`config.mk`:
```
export PLATFORM = sky130hd
export DESIGN_NAME = cam_pixel_mapper_flat
export DESIGN_NICKNAME = d
export VERILOG_FILES = /design/src/rtl/cam_pkg.sv /design/src/rtl/cam_pixel_mapper_if.sv /design/src/rtl/cam_avg4.sv /design/src/rtl/cam_pixel_mapper.sv /design/src/flat_wrapper.sv
export SDC_FILE = /design/constraint.sdc
export NUM_CORES = 1
export LEC_CHECK = 0
export ABC_AREA = 0
export CAP_MARGIN = 20
export CELL_PAD_IN_SITES_DETAIL_PLACEMENT = 0
export CELL_PAD_IN_SITES_GLOBAL_PLACEMENT = 1
export CORE_ASPECT_RATIO = 0.5
export CORE_MARGIN = 10
export CORE_UTILIZATION = 35
export DETAILED_ROUTE_END_ITERATION = 12
export PLACE_DENSITY = 0.65
export SYNTH_ARGS = -nofsm -noshare
export SYNTH_HDL_FRONTEND = slang
export SYNTH_SLANG_ARGS = --single-unit
```
`constraint.sdc`:
```
create_clock -name clk -period 8.7 [get_ports clk]
set_clock_uncertainty 0.1 [all_clocks]
set_input_delay 2.175 -clock clk [delete_from_list [all_inputs] [get_ports clk]]
set_output_delay 2.175 -clock clk [all_outputs]
set_load 0.005 [all_outputs]
```
`src/rtl/cam_pkg.sv`:
```
// Shared constants, types and helpers for the IR camera to framebuffer mapper.
package cam_pkg;

  // Camera geometry as reported by the IR camera reader.
  localparam int CAM_W = 1024;
  localparam int CAM_H = 768;
  localparam logic [9:0] CAM_NO_BLOB = 10'h3FF;

  // Screen geometry and framebuffer address width.
  localparam int SCREEN_W   = 640;
  localparam int SCREEN_H   = 480;
  localparam int PIX_ADDR_W = 19;

  // Mapper FSM encoding.
  localparam logic [1:0] S_IDLE  = 2'd0;
  localparam logic [1:0] S_SUM   = 2'd1;
  localparam logic [1:0] S_SCALE = 2'd2;
  localparam logic [1:0] S_EMIT  = 2'd3;

  // One camera position sample.
  typedef struct packed {
    logic [9:0] x;
    logic [9:0] y;
  } cam_sample_t;

  // Multiply by 5/8 with truncation: (a*4 + a) >> 3, no multiplier needed.
  function automatic logic [9:0] scale_5_8(input logic [9:0] a);
    logic [12:0] p;
    p = {3'b000, a} + {1'b0, a, 2'b00};
    return p[12:3];
  endfunction

endpackage

```
`src/rtl/cam_pixel_mapper_if.sv`:
```
// Framebuffer pixel-write request bus (valid/ready).
interface cam_pixel_mapper_if;
  import cam_pkg::*;

  logic [PIX_ADDR_W-1:0] pix_addr;
  logic [9:0]            pix_x;
  logic [8:0]            pix_y;
  logic                  pix_valid;
  logic                  pix_ready;

  // Producer side: the mapper.
  modport master (
    output pix_addr, pix_x, pix_y, pix_valid,
    input  pix_ready
  );

  // Consumer side: the framebuffer write arbiter.
  modport slave (
    input  pix_addr, pix_x, pix_y, pix_valid,
    output pix_ready
  );
endinterface

```
`src/rtl/cam_avg4.sv`:
```
// Circular sample history with running per-axis sums and a fill counter.
module cam_avg4 #(
  parameter int WIN_LOG2 = 2,
  parameter int SUM_W    = 10 + WIN_LOG2
) (
  input  logic                 clk,
  input  logic                 reset_n,
  input  logic                 push,
  input  logic                 clear,
  input  cam_pkg::cam_sample_t sample,
  output logic [SUM_W-1:0]     sum_x,
  output logic [SUM_W-1:0]     sum_y,
  output logic                 full
);
  import cam_pkg::*;

  localparam int WIN = 1 << WIN_LOG2;
  localparam logic [WIN_LOG2:0] WIN_CNT = (WIN_LOG2 + 1)'(WIN);
  localparam logic [WIN_LOG2:0] WIN_PRE = (WIN_LOG2 + 1)'(WIN - 1);

  logic [9:0]          hist_x_reg [WIN];
  logic [9:0]          hist_y_reg [WIN];
  logic [WIN_LOG2-1:0] wr_ptr_reg;
  logic [WIN_LOG2:0]   fill_reg;
  logic [SUM_W-1:0]    sum_x_reg;
  logic [SUM_W-1:0]    sum_y_reg;
  logic [9:0]          old_x;
  logic [9:0]          old_y;

  // The slot about to be overwritten holds the oldest sample (zero until filled).
  assign old_x = hist_x_reg[wr_ptr_reg];
  assign old_y = hist_y_reg[wr_ptr_reg];

  assign sum_x = sum_x_reg;
  assign sum_y = sum_y_reg;

  // While pushing, report fullness as it will be once this push lands.
  assign full = push ? (fill_reg >= WIN_PRE) : (fill_reg == WIN_CNT);

  // History, running sums and fill count; clear wipes everything so the sums stay consistent.
  always_ff @(posedge clk or negedge reset_n) begin
    if (!reset_n) begin
      for (int i = 0; i < WIN; i++) begin
        hist_x_reg[i] <= '0;
        hist_y_reg[i] <= '0;
      end
      wr_ptr_reg <= '0;
      fill_reg   <= '0;
      sum_x_reg  <= '0;
      sum_y_reg  <= '0;
    end else if (clear) begin
      for (int i = 0; i < WIN; i++) begin
        hist_x_reg[i] <= '0;
        hist_y_reg[i] <= '0;
      end
      wr_ptr_reg <= '0;
      fill_reg   <= '0;
      sum_x_reg  <= '0;
      sum_y_reg  <= '0;
    end else if (push) begin
      hist_x_reg[wr_ptr_reg] <= sample.x;
      hist_y_reg[wr_ptr_reg] <= sample.y;
      sum_x_reg  <= sum_x_reg + SUM_W'(sample.x) - SUM_W'(old_x);
      sum_y_reg  <= sum_y_reg + SUM_W'(sample.y) - SUM_W'(old_y);
      wr_ptr_reg <= wr_ptr_reg + WIN_LOG2'(1);
      if (fill_reg != WIN_CNT) begin
        fill_reg <= fill_reg + (WIN_LOG2 + 1)'(1);
      end
    end
  end

endmodule

```
`src/rtl/cam_pixel_mapper.sv`:
```
// Camera blob position to framebuffer pixel-write requests: averaging, scaling, dedup, handshake.
module cam_pixel_mapper #(
  parameter int WIN_LOG2   = 2,
  parameter int MISS_LIMIT = 3,
  parameter int SCREEN_W   = cam_pkg::SCREEN_W,
  parameter int SCREEN_H   = cam_pkg::SCREEN_H
) (
  input  logic               clk,
  input  logic               reset_n,
  input  logic [9:0]         cam_x,
  input  logic [9:0]         cam_y,
  input  logic               cam_valid,
  cam_pixel_mapper_if.master pix,
  output logic               pen_down,
  output logic [7:0]         drop_count
);
  import cam_pkg::*;

  localparam int SUM_W  = 10 + WIN_LOG2;
  localparam int MISS_W = $clog2(MISS_LIMIT + 1);
  localparam logic [MISS_W-1:0] MISS_MAX = MISS_W'(MISS_LIMIT);
  localparam logic [MISS_W-1:0] MISS_PRE = MISS_W'(MISS_LIMIT - 1);
  localparam logic [9:0] X_MAX = 10'(SCREEN_W - 1);
  localparam logic [9:0] Y_MAX = 10'(SCREEN_H - 1);

  logic [1:0]            state_reg;
  logic [MISS_W-1:0]     miss_cnt_reg;
  cam_sample_t           sample_reg;
  logic                  pen_down_reg;
  logic [7:0]            drop_count_reg;
  logic [PIX_ADDR_W-1:0] last_addr_reg;
  logic [PIX_ADDR_W-1:0] pix_addr_reg;
  logic [9:0]            pix_x_reg;
  logic [8:0]            pix_y_reg;
  logic                  pix_valid_reg;

  logic                  no_blob;
  logic                  miss_final;
  logic                  avg_push;
  logic                  avg_clear;
  logic [SUM_W-1:0]      sum_x;
  logic [SUM_W-1:0]      sum_y;
  logic                  hist_full;

  logic [9:0]            ax, ay, sx_raw, sy_raw, sx;
  logic [8:0]            sy;
  logic [PIX_ADDR_W-1:0] sy_ext;
  logic [PIX_ADDR_W-1:0] row_term [PIX_ADDR_W];
  logic [PIX_ADDR_W-1:0] row_base;
  logic [PIX_ADDR_W-1:0] addr_calc;

  assign no_blob    = (cam_x == CAM_NO_BLOB) && (cam_y == CAM_NO_BLOB);
  assign miss_final = (miss_cnt_reg >= MISS_PRE);
  assign avg_push   = (state_reg == S_SUM);
  assign avg_clear  = (state_reg == S_IDLE) && cam_valid && no_blob && miss_final;

  cam_avg4 #(
    .WIN_LOG2 (WIN_LOG2),
    .SUM_W    (SUM_W)
  ) u_avg (
    .clk     (clk),
    .reset_n (reset_n),
    .push    (avg_push),
    .clear   (avg_clear),
    .sample  (sample_reg),
    .sum_x   (sum_x),
    .sum_y   (sum_y),
    .full    (hist_full)
  );

  // Average, scale by 5/8 and clamp to the visible screen.
  always_comb begin
    ax     = 10'(sum_x >> WIN_LOG2);
    ay     = 10'(sum_y >> WIN_LOG2);
    sx_raw = scale_5_8(ax);
    sy_raw = scale_5_8(ay);
    sx     = (sx_raw > X_MAX) ? X_MAX : sx_raw;
    sy     = 9'((sy_raw > Y_MAX) ? Y_MAX : sy_raw);
  end

  assign sy_ext = PIX_ADDR_W'(sy);

  // Row stride as shift-add: one shifted copy of sy per set bit of SCREEN_W.
  for (genvar gi = 0; gi < PIX_ADDR_W; gi++) begin : g_stride
    assign row_term[gi] = (((SCREEN_W >> gi) & 1) != 0) ? (sy_ext << gi) : '0;
  end

  // Sum the stride terms into the row base address.
  always_comb begin
    row_base = '0;
    for (int i = 0; i < PIX_ADDR_W; i++) begin
      row_base = row_base + row_term[i];
    end
  end

  assign addr_calc = row_base + PIX_ADDR_W'(sx);

  // Count samples that arrive while busy, including the accepting handshake cycle.
  always_ff @(posedge clk or negedge reset_n) begin
    if (!reset_n) begin
      drop_count_reg <= '0;
    end else if (cam_valid && (state_reg != S_IDLE) && (drop_count_reg != 8'hFF)) begin
      drop_count_reg <= drop_count_reg + 8'd1;
    end
  end

  // Main sequencer: sample intake, miss tracking, scaling, dedup and request handshake.
  always_ff @(posedge clk or negedge reset_n) begin
    if (!reset_n) begin
      state_reg     <= S_IDLE;
      miss_cnt_reg  <= '0;
      sample_reg    <= '0;
      pen_down_reg  <= 1'b0;
      last_addr_reg <= '1;
      pix_addr_reg  <= '0;
      pix_x_reg     <= '0;
      pix_y_reg     <= '0;
      pix_valid_reg <= 1'b0;
    end else begin
      case (state_reg)
        S_IDLE: begin
          if (cam_valid) begin
            if (no_blob) begin
              if (miss_cnt_reg != MISS_MAX) begin
                miss_cnt_reg <= miss_cnt_reg + MISS_W'(1);
              end
              if (miss_final) begin
                pen_down_reg <= 1'b0;
              end
            end else begin
              miss_cnt_reg <= '0;
              sample_reg.x <= cam_x;
              sample_reg.y <= cam_y;
              state_reg    <= S_SUM;
            end
          end
        end
        S_SUM: begin
          state_reg <= hist_full ? S_SCALE : S_IDLE;
        end
        S_SCALE: begin
          pen_down_reg <= 1'b1;
          if (addr_calc == last_addr_reg) begin
            state_reg <= S_IDLE;
          end else begin
            pix_addr_reg  <= addr_calc;
            pix_x_reg     <= sx;
            pix_y_reg     <= sy;
            pix_valid_reg <= 1'b1;
            state_reg     <= S_EMIT;
          end
        end
        S_EMIT: begin
          if (pix.pix_ready) begin
            pix_valid_reg <= 1'b0;
            last_addr_reg <= pix_addr_reg;
            state_reg     <= S_IDLE;
          end
        end
        default: begin
          state_reg <= S_IDLE;
        end
      endcase
    end
  end

  assign pix.pix_addr  = pix_addr_reg;
  assign pix.pix_x     = pix_x_reg;
  assign pix.pix_y     = pix_y_reg;
  assign pix.pix_valid = pix_valid_reg;
  assign pen_down      = pen_down_reg;
  assign drop_count    = drop_count_reg;

endmodule

```
`src/flat_wrapper.sv`:
```
// flat-port wrapper written by rule: the top's interface ports become plain ports
module cam_pixel_mapper_flat import cam_pkg::*;
#(
  parameter int WIN_LOG2   = 2,
  parameter int MISS_LIMIT = 3,
  parameter int SCREEN_W   = cam_pkg::SCREEN_W,
  parameter int SCREEN_H   = cam_pkg::SCREEN_H
)
  (clk, reset_n, cam_x, cam_y, cam_valid, pen_down, drop_count, pix_pix_addr, pix_pix_x, pix_pix_y, pix_pix_valid, pix_pix_ready);
  cam_pixel_mapper_if pix_i ();
  input  logic clk;
  input  logic reset_n;
  input  logic [9:0] cam_x;
  input  logic [9:0] cam_y;
  input  logic cam_valid;
  output logic pen_down;
  output logic [7:0] drop_count;
  output wire logic [$bits(pix_i.pix_addr)-1:0] pix_pix_addr;
  output wire logic [$bits(pix_i.pix_x)-1:0] pix_pix_x;
  output wire logic [$bits(pix_i.pix_y)-1:0] pix_pix_y;
  output wire logic [$bits(pix_i.pix_valid)-1:0] pix_pix_valid;
  input wire logic [$bits(pix_i.pix_ready)-1:0] pix_pix_ready;
  assign pix_pix_addr = pix_i.pix_addr;
  assign pix_pix_x = pix_i.pix_x;
  assign pix_pix_y = pix_i.pix_y;
  assign pix_pix_valid = pix_i.pix_valid;
  assign pix_i.pix_ready = pix_pix_ready;
  cam_pixel_mapper #(.WIN_LOG2(WIN_LOG2), .MISS_LIMIT(MISS_LIMIT), .SCREEN_W(SCREEN_W), .SCREEN_H(SCREEN_H)) u_core (.clk(clk), .reset_n(reset_n), .cam_x(cam_x), .cam_y(cam_y), .cam_valid(cam_valid), .pix(pix_i), .pen_down(pen_down), .drop_count(drop_count));
endmodule
```
==> metrics, run 1 <==
critical path capture point type=register; Post-CTS Setup Bufs=0; final antenna-violating net count=0; # setup viols final=0; Crit path max-delay family=compound AO/OA/AOI/OAI gates; post-synthesis register bit count=193; Worst EP required=8.94 ns; placer congestion estimate=0.810; YS warnings=0; commonest non-fill, non-tap cell in the layout=nand2_1; maximum clock frequency=148 MHz; max-cap violations=0; htree depth=4; reg2reg setup slack=1.94 ns; RSZ-0062 raised after global routing=no; number of global-route vias before repair=8922; hold_buf cts=0; DR WL/cell=17.7 um; register area=4850 um^2; drt initial violations=555; Synth cell types=75; largest net degree at the start of global routing=126; Tot GR Track Use=0.152; biggest area consumer among synthesized cells=dfrtp_1; Post-Route Setup TNS=0 ns; Via density=5.04; Avg Cell Area, Syn=9.45 um^2; I/O pin cnt=72; core box area=33200 um^2; status=finished clean; CP startpoint kind=register; Diodes inserted=0; Final Hold Fails=0; clock latency at the later pin of the worst-skew pair=0.46 ns; Least-Margin Pin Slew=1.12 ns; Arr. time, crit path=6.99 ns; share of layout cells above drive strength 1=0.115; Multi-input gate area=6240 um^2; Setup CP Type=register to register; die width=280 um; number of synthesized flops with an enable pin=0; Die Ht=150 um; crit path cell chain=inv_1 > nor2_1 > fa_1 > a21oi_1 > o211a_1 > o21ai_1 > and2_4 > a41o_1 > or2_2 > ha_1 > ha_1 > o21ai_1 > a21boi_1 > o22a_1 > xor2_1 > xnor2_1 > o2111ai_1 > nor4_1 > nand4_1 > o21ai_4 > buf_4 > mux2_2; grt ovf=0; Area growth, synth to finish=13.8%; Cell Rows=47; main area contributors after synthesis=dfrtp_1 (37%), nand2_1 (7.5%), ha_1 (7.1%), a21oi_1 (4.9%), dfstp_2 (4.2%); commonest cells after routing, fill and taps aside=nand2_1 (236), dfrtp_1 (174), a21oi_1 (116); fin crit share=0.776; worst min path class=register to register; die area=42100 um^2; Clock Path Buffers=2; Reg clk slew, reported paths=0.07 ns; TritonCTS clock tree=yes; CTS Buf Count=17; Port Buffers=71; Initial Util=0.357; Syn Inst Count=1256; root buffer cell=clkbuf_16; Fillers=3221; slowest stage cell, crit path=ha_1; Residual DRC=0; Critical Path Fanout Max=18; top cell type's share of synthesized area=0.367; Detail Placement HPWL=21700 um; crit path buf inv count=2; Rel. slew slack=0.255; drt pass-1 iters=7; final-report max-slew violation count=0; Detailed Route WL=30900 um; post-CTS sizing=0; antenna violations before repair=0; Syn Nets=1370; min Tclk post-route=6.76 ns; first-pass GRT wire length=50300 um; nets@finish=1401; synthesized cell area=11900 um^2; sequential area share after synthesis=0.409; crit-path max cell delay=0.68 ns; dominant synthesized flop cell=dfrtp_1; total clock sinks=193; FFs w/ async S/R, synth=1.00; via count=8770
## Yosys cell counts, types with 3 or more instances
cell type	instances
o41ai_1	3
mux4_2	20
buf_4	9
buf_1	3
o21a_1	5
o22ai_1	3
o32ai_1	4
nand3_1	29
dfstp_2	19
mux2_2	20
xnor2_1	38
fa_1	23
mux2_4	24
a21oi_2	3
nand2_1	236
a21o_1	10
inv_1	115
o21bai_1	3
nand4_1	16
o21ai_1	3
o21ai_0	65
a31oi_1	7
a211oi_1	3
mux2i_1	9
xor2_1	18
dfrtp_1	174
nor2b_1	7
a21oi_1	117
or3_1	6
ha_1	67
and2_1	6
nand2b_1	9
nor2_1	51
nor4_1	5
and3_1	4
buf_2	3
a21boi_0	3
o31ai_1	5
clkbuf_1	51
or2_2	7
nor3_1	10
## cell families after synthesis
group / synth area share
and+or+nand+nor: 0.145
AOI/OAI and AO/OA: 0.135
DFF: 0.409
buffers and inverters: 0.0654
adders and majority gates: 0.109
muxes: 0.0949
xor gates and xnor gates: 0.0413
## metrics by stage
stage / util / worst slack, ns / instance area [um^2] / hold WS, ns / instances
global route: 0.407 / 1.46 / 13500 / 0.424 / 1741
floorplan: - / 3.31 / 11900 / 0.368 / 1256
CTS: 0.406 / 1.95 / 13500 / 0.392 / 1740
global placement: 0.387 / 2.19 / 12900 / 0.365 / 1708
detailed placement: 0.387 / 1.99 / 12900 / 0.365 / 1708
finish: 0.407 / 1.94 / 13500 / 0.389 / 1741
## cell type report
class	instances	share of cell area
Clock buffer	20	0.0331
Clock inverter	12	0.0126
Inverter	116	0.0322
Multi-Input combinational cell	878	0.462
Sequential cell	193	0.359
Tap cell	441	0.0408
Timing Repair Buffer	81	0.0599
## metal layers
| metal | global-route usage | vias up | wire length, um | part of all wire |
|---|---|---|---|---|
| li1 | - | 4314 | - | - |
| met1 | 0.206 | 4284 | 15000 | 0.49 |
| met2 | 0.247 | 138 | 14400 | 0.47 |
| met3 | 0.0256 | 34 | 1010 | 0.033 |
| met4 | 0.0439 | 0 | 420 | 0.014 |
| met5 | 0 | - | 0 | 0 |
## path summary, 6_finish.rpt
| path | depth (start not counted) | from | end |
|---|---|---|---|
| setup / recovery | 22 | u_core.u_avg.sum_y[4]$_DFFE_PN0P_ | u_core.pix.pix_addr[8]$_DFFE_PN0P_ |
| hold / removal | 1 | u_core.pen_down$_DFFE_PN0P_ | u_core.pen_down$_DFFE_PN0P_ |
| setup reg to reg | 22 | u_core.u_avg.sum_y[4]$_DFFE_PN0P_ | u_core.pix.pix_addr[8]$_DFFE_PN0P_ |
| hold reg to reg | 1 | u_core.pen_down$_DFFE_PN0P_ | u_core.pen_down$_DFFE_PN0P_ |
| max in group asynchronous | 2 | reset_n | u_core.pix.pix_addr[16]$_DFFE_PN0P_ |
| min in group asynchronous | 1 | reset_n | u_core.u_avg.hist_y_reg[11]$_DFFE_PN0P_ |
Power of run 1 is not shown: default switching activity piles up to over one toggle a cycle in this logic, so the estimate is an artifact.
==> inputs of run 2 (changes only) <==
Settings changed: PLACE_DENSITY 0.65 to 0.67.
Clock period 8.7 ns to 5.55 ns, I/O delays scaled along.
==> run 2 against run 1 <==
Cell area up 5.8%. Flip-flop and latch count unchanged. Setup slack worse by 1.7 ns. Non-clock buffer count up 51. Die area unchanged. Critical endpoint is now u_core.pix.pix_addr[10]$_DFFE_PN0P_.
==> metrics, run 2 (synthesis results as in run 1) <==
crit-path max cell delay=0.42 ns (was 0.68 ns); Die Ht=150 um (unchanged); Least-Margin Pin Slew=1.09 ns (was 1.12 ns); TritonCTS clock tree=yes (unchanged); worst min path class=register to register (unchanged); CP Capture Point=u_core.pix.pix_addr[10]$_DFFE_PN0P_ (was u_core.pix.pix_addr[8]$_DFFE_PN0P_); Final Util=0.430 (was 0.407); antenna violations before repair=0 (unchanged); nets@finish=1452 (was 1401); CTS Buf Count=17 (unchanged); Critical Path Fanout Max=8 (was 18); fin crit share=0.954 (was 0.776); Residual DRC=0 (unchanged); I/O pin cnt=72 (unchanged); Cell Rows=47 (unchanged); max-cap violations=0 (unchanged); reg2reg setup slack=0.26 ns (was 1.94 ns); drt pass-1 iters=5 (was 7); DR WL/cell=18.0 um (was 17.7 um); Rel. slew slack=0.271 (was 0.255); total clock sinks=193 (unchanged); via count=9105 (was 8770); drt initial violations=550 (was 555); Tot GR Track Use=0.156 (was 0.152); root buffer cell=clkbuf_16 (unchanged); min Tclk post-route=5.29 ns (was 6.76 ns); CP Launch Point=u_core.u_avg.sum_y[3]$_DFFE_PN0P_ (was u_core.u_avg.sum_y[4]$_DFFE_PN0P_); grt ovf=0 (unchanged); Arr. time, crit path=5.53 ns (was 6.99 ns); worst r2r path cells=24 (was 22); Initial Util=0.357 (unchanged); largest net degree at the start of global routing=100 (was 126); Detail Placement HPWL=22500 um (was 21700 um); number of global-route vias before repair=9299 (was 8922); Setup WS post-layout=0.257 ns (was 1.94 ns); Placement Setup Slack=-0.0113 ns (was 1.99 ns); Setup CP Type=register to register (unchanged); placer congestion estimate=0.810 (about the same); final antenna-violating net count=0 (unchanged); first-pass GRT wire length=51700 um (was 50300 um); maximum clock frequency=189 MHz (was 148 MHz); final-report max-slew violation count=0 (unchanged); # setup viols final=0 (unchanged); Worst R2R Start=u_core.u_avg.sum_y[3]$_DFFE_PN0P_ (was u_core.u_avg.sum_y[4]$_DFFE_PN0P_); die area=42100 um^2 (unchanged); worst hold margin=0.388 ns (was 0.389 ns); commonest non-fill, non-tap cell in the layout=nand2_1 (unchanged); share of layout cells above drive strength 1=0.180 (was 0.115); commonest cells after routing, fill and taps aside=nand2_1 (236), dfrtp_1 (174), a21oi_1 (114) (was nand2_1 (236), dfrtp_1 (174), a21oi_1 (116)); Diodes inserted=0 (unchanged); Detailed Route WL=32200 um (was 30900 um); CP startpoint kind=register (unchanged); Clock Path Buffers=2 (unchanged); Reg clk slew, reported paths=0.08 ns (was 0.07 ns); Worst EP required=5.79 ns (was 8.94 ns); die width=280 um (unchanged); clock latency at the later pin of the worst-skew pair=0.46 ns (about the same); status=finished clean (unchanged); Port Buffers=71 (unchanged); Post-Route Setup TNS=0 ns (unchanged); crit path cell chain=buf_4 > ha_1 > nand4_1 > a21oi_2 > nor3_1 > xnor2_1 > a41o_4 > buf_4 > nor2_1 > ha_1 > inv_1 > fa_2 > buf_4 > xnor2_4 > xnor2_2 > o21ai_1 > nor4_2 > nand4_1 > nor4_1 > nand4_1 > o21ai_4 > buf_12 > buf_12 > mux2_2 (was inv_1 > nor2_1 > fa_1 > a21oi_1 > o211a_1 > o21ai_1 > and2_4 > a41o_1 > or2_2 > ha_1 > ha_1 > o21ai_1 > a21boi_1 > o22a_1 > xor2_1 > xnor2_1 > o2111ai_1 > nor4_1 > nand4_1 > o21ai_4 > buf_4 > mux2_2); htree depth=4 (unchanged); slowest stage cell, crit path=dfrtp_1 (was ha_1); Area growth, synth to finish=20.4% (was 13.8%); Final Hold Fails=0 (unchanged); core box area=33200 um^2 (unchanged); Via density=5.08 (was 5.04); RR Endpoint=u_core.pix.pix_addr[10]$_DFFE_PN0P_ (was u_core.pix.pix_addr[8]$_DFFE_PN0P_); critical path capture point type=register (unchanged); hold_buf cts=0 (unchanged)
## run 2: worst max-delay path, delay by kind of cell, from the launching register on
| family | cells | cell delay [ns] |
|---|---|---|
| AND/OR/NAND/NOR | 7 | 1.10 |
| adder cells (fa/ha/maj) | 3 | 1.01 |
| AO/OA/AOI/OAI | 4 | 0.85 |
| buffers and inverters | 6 | 0.83 |
| XOR/XNOR | 3 | 0.53 |
| flip-flops | 1 | 0.42 |
| multiplexers | 1 | 0.33 |
## run 2: routing by layer
layer / GRT usage / wire, um / part of all wire / vias up
met3: 0.0286 / 1150 / 0.036 / 27
li1: - / - / - / 4430
met4: 0.0417 / 403 / 0.013 / 0
met1: 0.206 / 15200 / 0.47 / 4497
met5: 0 / 0 / 0 / -
met2: 0.261 / 15400 / 0.48 / 151
## run 2: how the worst min path moves through the flow
stage                                        startpoint                                   to  slack (ns)  cells after the start
floorplan           u_core.last_addr_reg[9]$_DFFE_PN1P_  u_core.last_addr_reg[9]$_DFFE_PN1P_        0.37                      2
global placement            u_core.pen_down$_DFFE_PN0P_          u_core.pen_down$_DFFE_PN0P_        0.36                      1
detailed placement          u_core.pen_down$_DFFE_PN0P_          u_core.pen_down$_DFFE_PN0P_        0.37                      1
CTS                         u_core.pen_down$_DFFE_PN0P_          u_core.pen_down$_DFFE_PN0P_        0.39                      1
global route                u_core.pen_down$_DFFE_PN0P_          u_core.pen_down$_DFFE_PN0P_        0.42                      1
finish                      u_core.pen_down$_DFFE_PN0P_          u_core.pen_down$_DFFE_PN0P_        0.39                      1
## run 2: through the flow
stage / instance area [um^2] / cells
global placement: 13200 / 1746
global route: 14300 / 1792
floorplan: 11900 / 1256
detailed placement: 13200 / 1747
finish: 14300 / 1792
CTS: 13900 / 1782
## run 2: area by class of cell
class,instances,area [um^2]
Timing Repair Buffer,132,1330
Sequential cell,193,4850
Multi-Input combinational cell,878,6520
Clock buffer,18,439
Inverter,116,435
Clock inverter,14,161
Tap cell,441,552
Fill cell,3159,18900
## run 2: timing repair
item                       CTS  global route
gates cloned                 1             2
setup endpoints to repair    4            34
resized for setup            6            51
setup buffers                2             8
pin swaps                    3            25
Power of run 2 is left out for the same reason.
==> edit 1: new RTL, settings of run 2 <==
Register the output `drop_count` once more, cleared by the reset; this adds one clock of latency there. The other outputs are not delayed to match.
--- a/src/rtl/cam_pixel_mapper.sv
+++ b/src/rtl/cam_pixel_mapper.sv
@@ -170,5 +170,11 @@
   assign pix.pix_valid = pix_valid_reg;
   assign pen_down      = pen_down_reg;
-  assign drop_count    = drop_count_reg;
+  always_ff @(posedge clk or negedge reset_n) begin
+    if (!reset_n) begin
+      drop_count <= '0;
+    end else begin
+      drop_count <= drop_count_reg;
+    end
+  end
 
 endmodule
Check against the original RTL: not equivalent (a bounded check fails within 4 cycles, from zero or initial values and one cycle with reset_n low).
==> edit 1 against run 2 <==
The run now ends with setup timing left; setup slack worse by 0.39 ns; routed wire length is 3.9% lower; non-clock buffer count is 35 higher; maximum frequency is 6.8% lower; utilization is 0.75 points higher; final area is 1.4% higher; hold slack worse by 0.066 ns; sequential cell count is 8 higher; via count is 1.1% lower; synthesized area is 0.77% lower.
Power is not shown: default switching activity piles up to over one toggle a cycle in this logic, so the estimate is an artifact.
==> edit 1: results <==
set metrics [dict create \
    drtIter0Drc 451 \
    muxShareOfSynthArea_pct 8.50 \
    post-cts-setup-buffers 9 \
    instances_no_fill 1811 \
    wl_per_cell_um 17.1 \
    synth_cell_type_count 65 \
    fin_ws_ns -0.129 \
    grt_pass1_vias 9163 \
    clock_path_buffers 3 \
    grtUsageMet1_pct 20.0 \
    grt_use_met3_pct 2.80 \
    synth_fa_ha_area_share_pct 11.0 \
    synth-compound-area-share_pct 13.0 \
    fin_tns_setup_ns -2.53 \
    drive_above_1_share_pct 17.3 \
    synth.area.top_cells "dfrtp_1, nand2_1, ha_1" \
    cpMaxStageDelayCell "or4_4" \
    htreeDepth 1 \
    m1WireLength_um 14900 \
    cts_buffers 22 \
    status "complete, but fails checks" \
    finalNetCount 1469 \
    io_buffers 71 \
    violations "setup timing" \
    place_congestion 0.818 \
    syn_inst 1230 \
    dpl_worst_slack_ns -0.451 \
    nFillCells 3167 \
    vias 9003 \
    path_max_fanout 4 \
    grt_max_degree 106 \
    grt_use_total_pct 15.0 \
    syn-num-nets 1344 \
    synth_xor_area_share_pct 4.15 \
    dpl-instance-area_sq_um 13400 \
    met2_length_um 14500 \
    worst_pin_slew_ns 1.18 \
    setup_viol 28 \
    cts_resized 23 \
    grt_use_met2_pct 25.4 \
    seq_area_frac_synth_pct 42.9 \
    clk-insertion-delay-late_ns 0.53 \
    worst_path_dominant_cell_family "compound AO/OA/AOI/OAI gates" \
    wl_met3_um 1250 \
    dp_hpwl_um 21100 \
    synthTopCellsByCount "nand2_1, dfrtp_1, inv_1" \
    arrival_ns 6.00 \
    grt_pass1_wl_um 50800 \
    cpPeakStageDelay_ns 0.50 \
]
edit 1: changes by cell type in the layout (fill, tap and decap cells not counted), moves of 11 or more:
cell / before / now
a21oi_1: 114 / 103
buf_4: 50 / 86
mux2_1: 0 / 15
mux2_4: 24 / 7
nand2_1: 236 / 247
nand3_1: 29 / 13
nor2_1: 49 / 32
o22ai_1: 3 / 17
edit 1: final cells by class:
| type | instances | area [sq um] | share of cell area (%) |
|---|---|---|---|
| multi-input combinational | 845 | 6190 | 42.7 |
| clock inverter | 11 | 123 | 0.846 |
| timing repair buffer | 167 | 1520 | 10.5 |
| tap | 441 | 552 | 3.81 |
| sequential | 201 | 5060 | 34.9 |
| clock buffer | 28 | 603 | 4.16 |
| inverter | 118 | 443 | 3.06 |
edit 1: final timing paths:
kind	from	to	slack [ns]	cells past startpoint
min in group asynchronous	reset_n	u_core.u_avg.hist_x_reg[21]	0.80	1
min reg2reg	u_core.drop_count_reg[1]	u_core.drop_count[1]	0.32	0
max in group asynchronous	reset_n	u_core.u_avg.sum_y[5]	3.48	2
max reg2reg	u_core.u_avg.sum_y[7]	u_core.state_reg[0]	-0.13	20
max	u_core.u_avg.sum_y[7]	u_core.state_reg[0]	-0.13	20
min	u_core.drop_count_reg[1]	u_core.drop_count[1]	0.32	0
edit 1: worst reg2reg max path, cell delays in order (launching register included):
cell and delay [ns]:
dfrtp_1 0.40, ha_1 0.36, nand3_1 0.13, a211oi_1 0.25, o31ai_1 0.12, xor2_1 0.17, o41ai_2 0.37, nand2b_4 0.21
mux2i_2 0.22, ha_1 0.29, ha_1 0.29, a21o_1 0.22, a21oi_4 0.19, xnor2_1 0.07, or3_1 0.33, a2111oi_2 0.36
o21ai_1 0.14, or4_4 0.47, buf_6 0.14, or4_4 0.50, a31o_2 0.25
==> edit 2: new RTL, config.mk and constraints of run 2 <==
Made on the original files. Change the package constant `PIX_ADDR_W` from 19 to 21.
--- a/src/rtl/cam_pkg.sv
+++ b/src/rtl/cam_pkg.sv
@@ -10,5 +10,5 @@
   localparam int SCREEN_W   = 640;
   localparam int SCREEN_H   = 480;
-  localparam int PIX_ADDR_W = 19;
+  localparam int PIX_ADDR_W = 21;
 
   // Mapper FSM encoding.
Interface: changed (resized pix_pix_addr); port bits go from 72 to 74. No check against the original RTL was run, so the function may have changed too.
==> edit 2 against run 2 <==
The flow now finishes with violations (setup timing); cell count is 0.95% higher; final area increased by 1.8%; synthesized area increased by 1.1%; setup slack worse by 0.34 ns; maximum frequency is 6.1% lower; synthesized cell count shrank 0.24%; sequential cell count up 3; routed wire length rose by 0.34%; global-route usage decreased by 0.16 points; critical path type unchanged; first-iteration DRC count shrank 6.2%.
Power is not shown: default switching activity piles up to over one toggle a cycle in this logic, so the estimate is an artifact.
==> edit 2: results <==
set metrics [dict create \
    status "complete, but fails checks" \
    violations "setup timing" \
    nFillCells 3185 \
    cpPeakStageDelay_ns 0.55 \
    maxSlewHeadroom_pct 23.4 \
    hold_slack_ns 0.390 \
    wl_met3_um 1150 \
    grt_pass1_vias 9268 \
    fin_tns_setup_ns -1.24 \
    met2_length_um 15800 \
    drive_above_1_share_pct 18.9 \
    m1WireLength_um 14800 \
    grt_use_met2_pct 25.8 \
    syn-num-nets 1359 \
    yosys_warnings 0 \
    seq_area_frac_synth_pct 41.1 \
    muxShareOfSynthArea_pct 9.63 \
    drtIter0Drc 516 \
    hp-start "u_core.pix.pix_valid" \
    grt_use_total_pct 15.5 \
    io_buffers 72 \
    fin_ws_ns -0.0867 \
    grt_max_degree 126 \
    syn_inst 1253 \
    synth_cell_type_count 81 \
    dpl-instance-area_sq_um 13600 \
    finalNetCount 1461 \
    synth.area.top_cells "dfrtp_1, nand2_1, ha_1" \
    dp_hpwl_um 22700 \
    place_congestion 0.808 \
    grtUsageMet1_pct 20.1 \
    grt_pass1_wl_um 51500 \
    arrival_ns 5.88 \
    instances_no_fill 1809 \
    synth_fa_ha_area_share_pct 9.99 \
    hold_end "u_core.pix.pix_valid" \
    synthTopCellsByCount "nand2_1, dfrtp_1, inv_1" \
    ff2ff_path_depth 20 \
    r2r-start "u_core.u_avg.sum_y[4]" \
    r2r_end "u_core.pix.pix_y[8]" \
    setup_viol 16 \
    synth_xor_area_share_pct 5.19 \
    vias 9245 \
    grt_use_met3_pct 2.92 \
]
-- edit 2: cell types whose count changed in the layout (fill, tap and decap cells not counted), moves of 6 or more --
cell      before  now
buf_4         50   70
o21bai_1       3   15
nand3_1       29   10
o22ai_1        3   25
nor2_1        49   28
nand2_1      236  248
o211ai_1       1    7
o21ai_0       60   44
xnor2_1       33   41
-- edit 2: final cells by class --
cell class	instances	area share [%]
Sequential cell	196	33.9
Timing Repair Buffer	150	9.73
Inverter	118	3.04
Clock buffer	18	3.02
Clock inverter	14	1.16
Multi-Input combinational cell	872	45.4
Tap cell	441	3.79
-- edit 2: cell families after synthesis --
family,after synthesis
AO/OA/AOI/OAI,268
XOR/XNOR,68
adder cells (fa/ha/maj),82
buffers and inverters,185
flip-flops,196
multiplexers,76
other,1
AND/OR/NAND/NOR,377
-- edit 2: what timing repair did --
item / 4_1_cts / 5_1_grt
gates resized for setup: 12 / 17
setup buffers: 7 / 9
cloned: 1 / 0
pin swaps: 2 / 13
setup endpoints to repair: 34 / 35
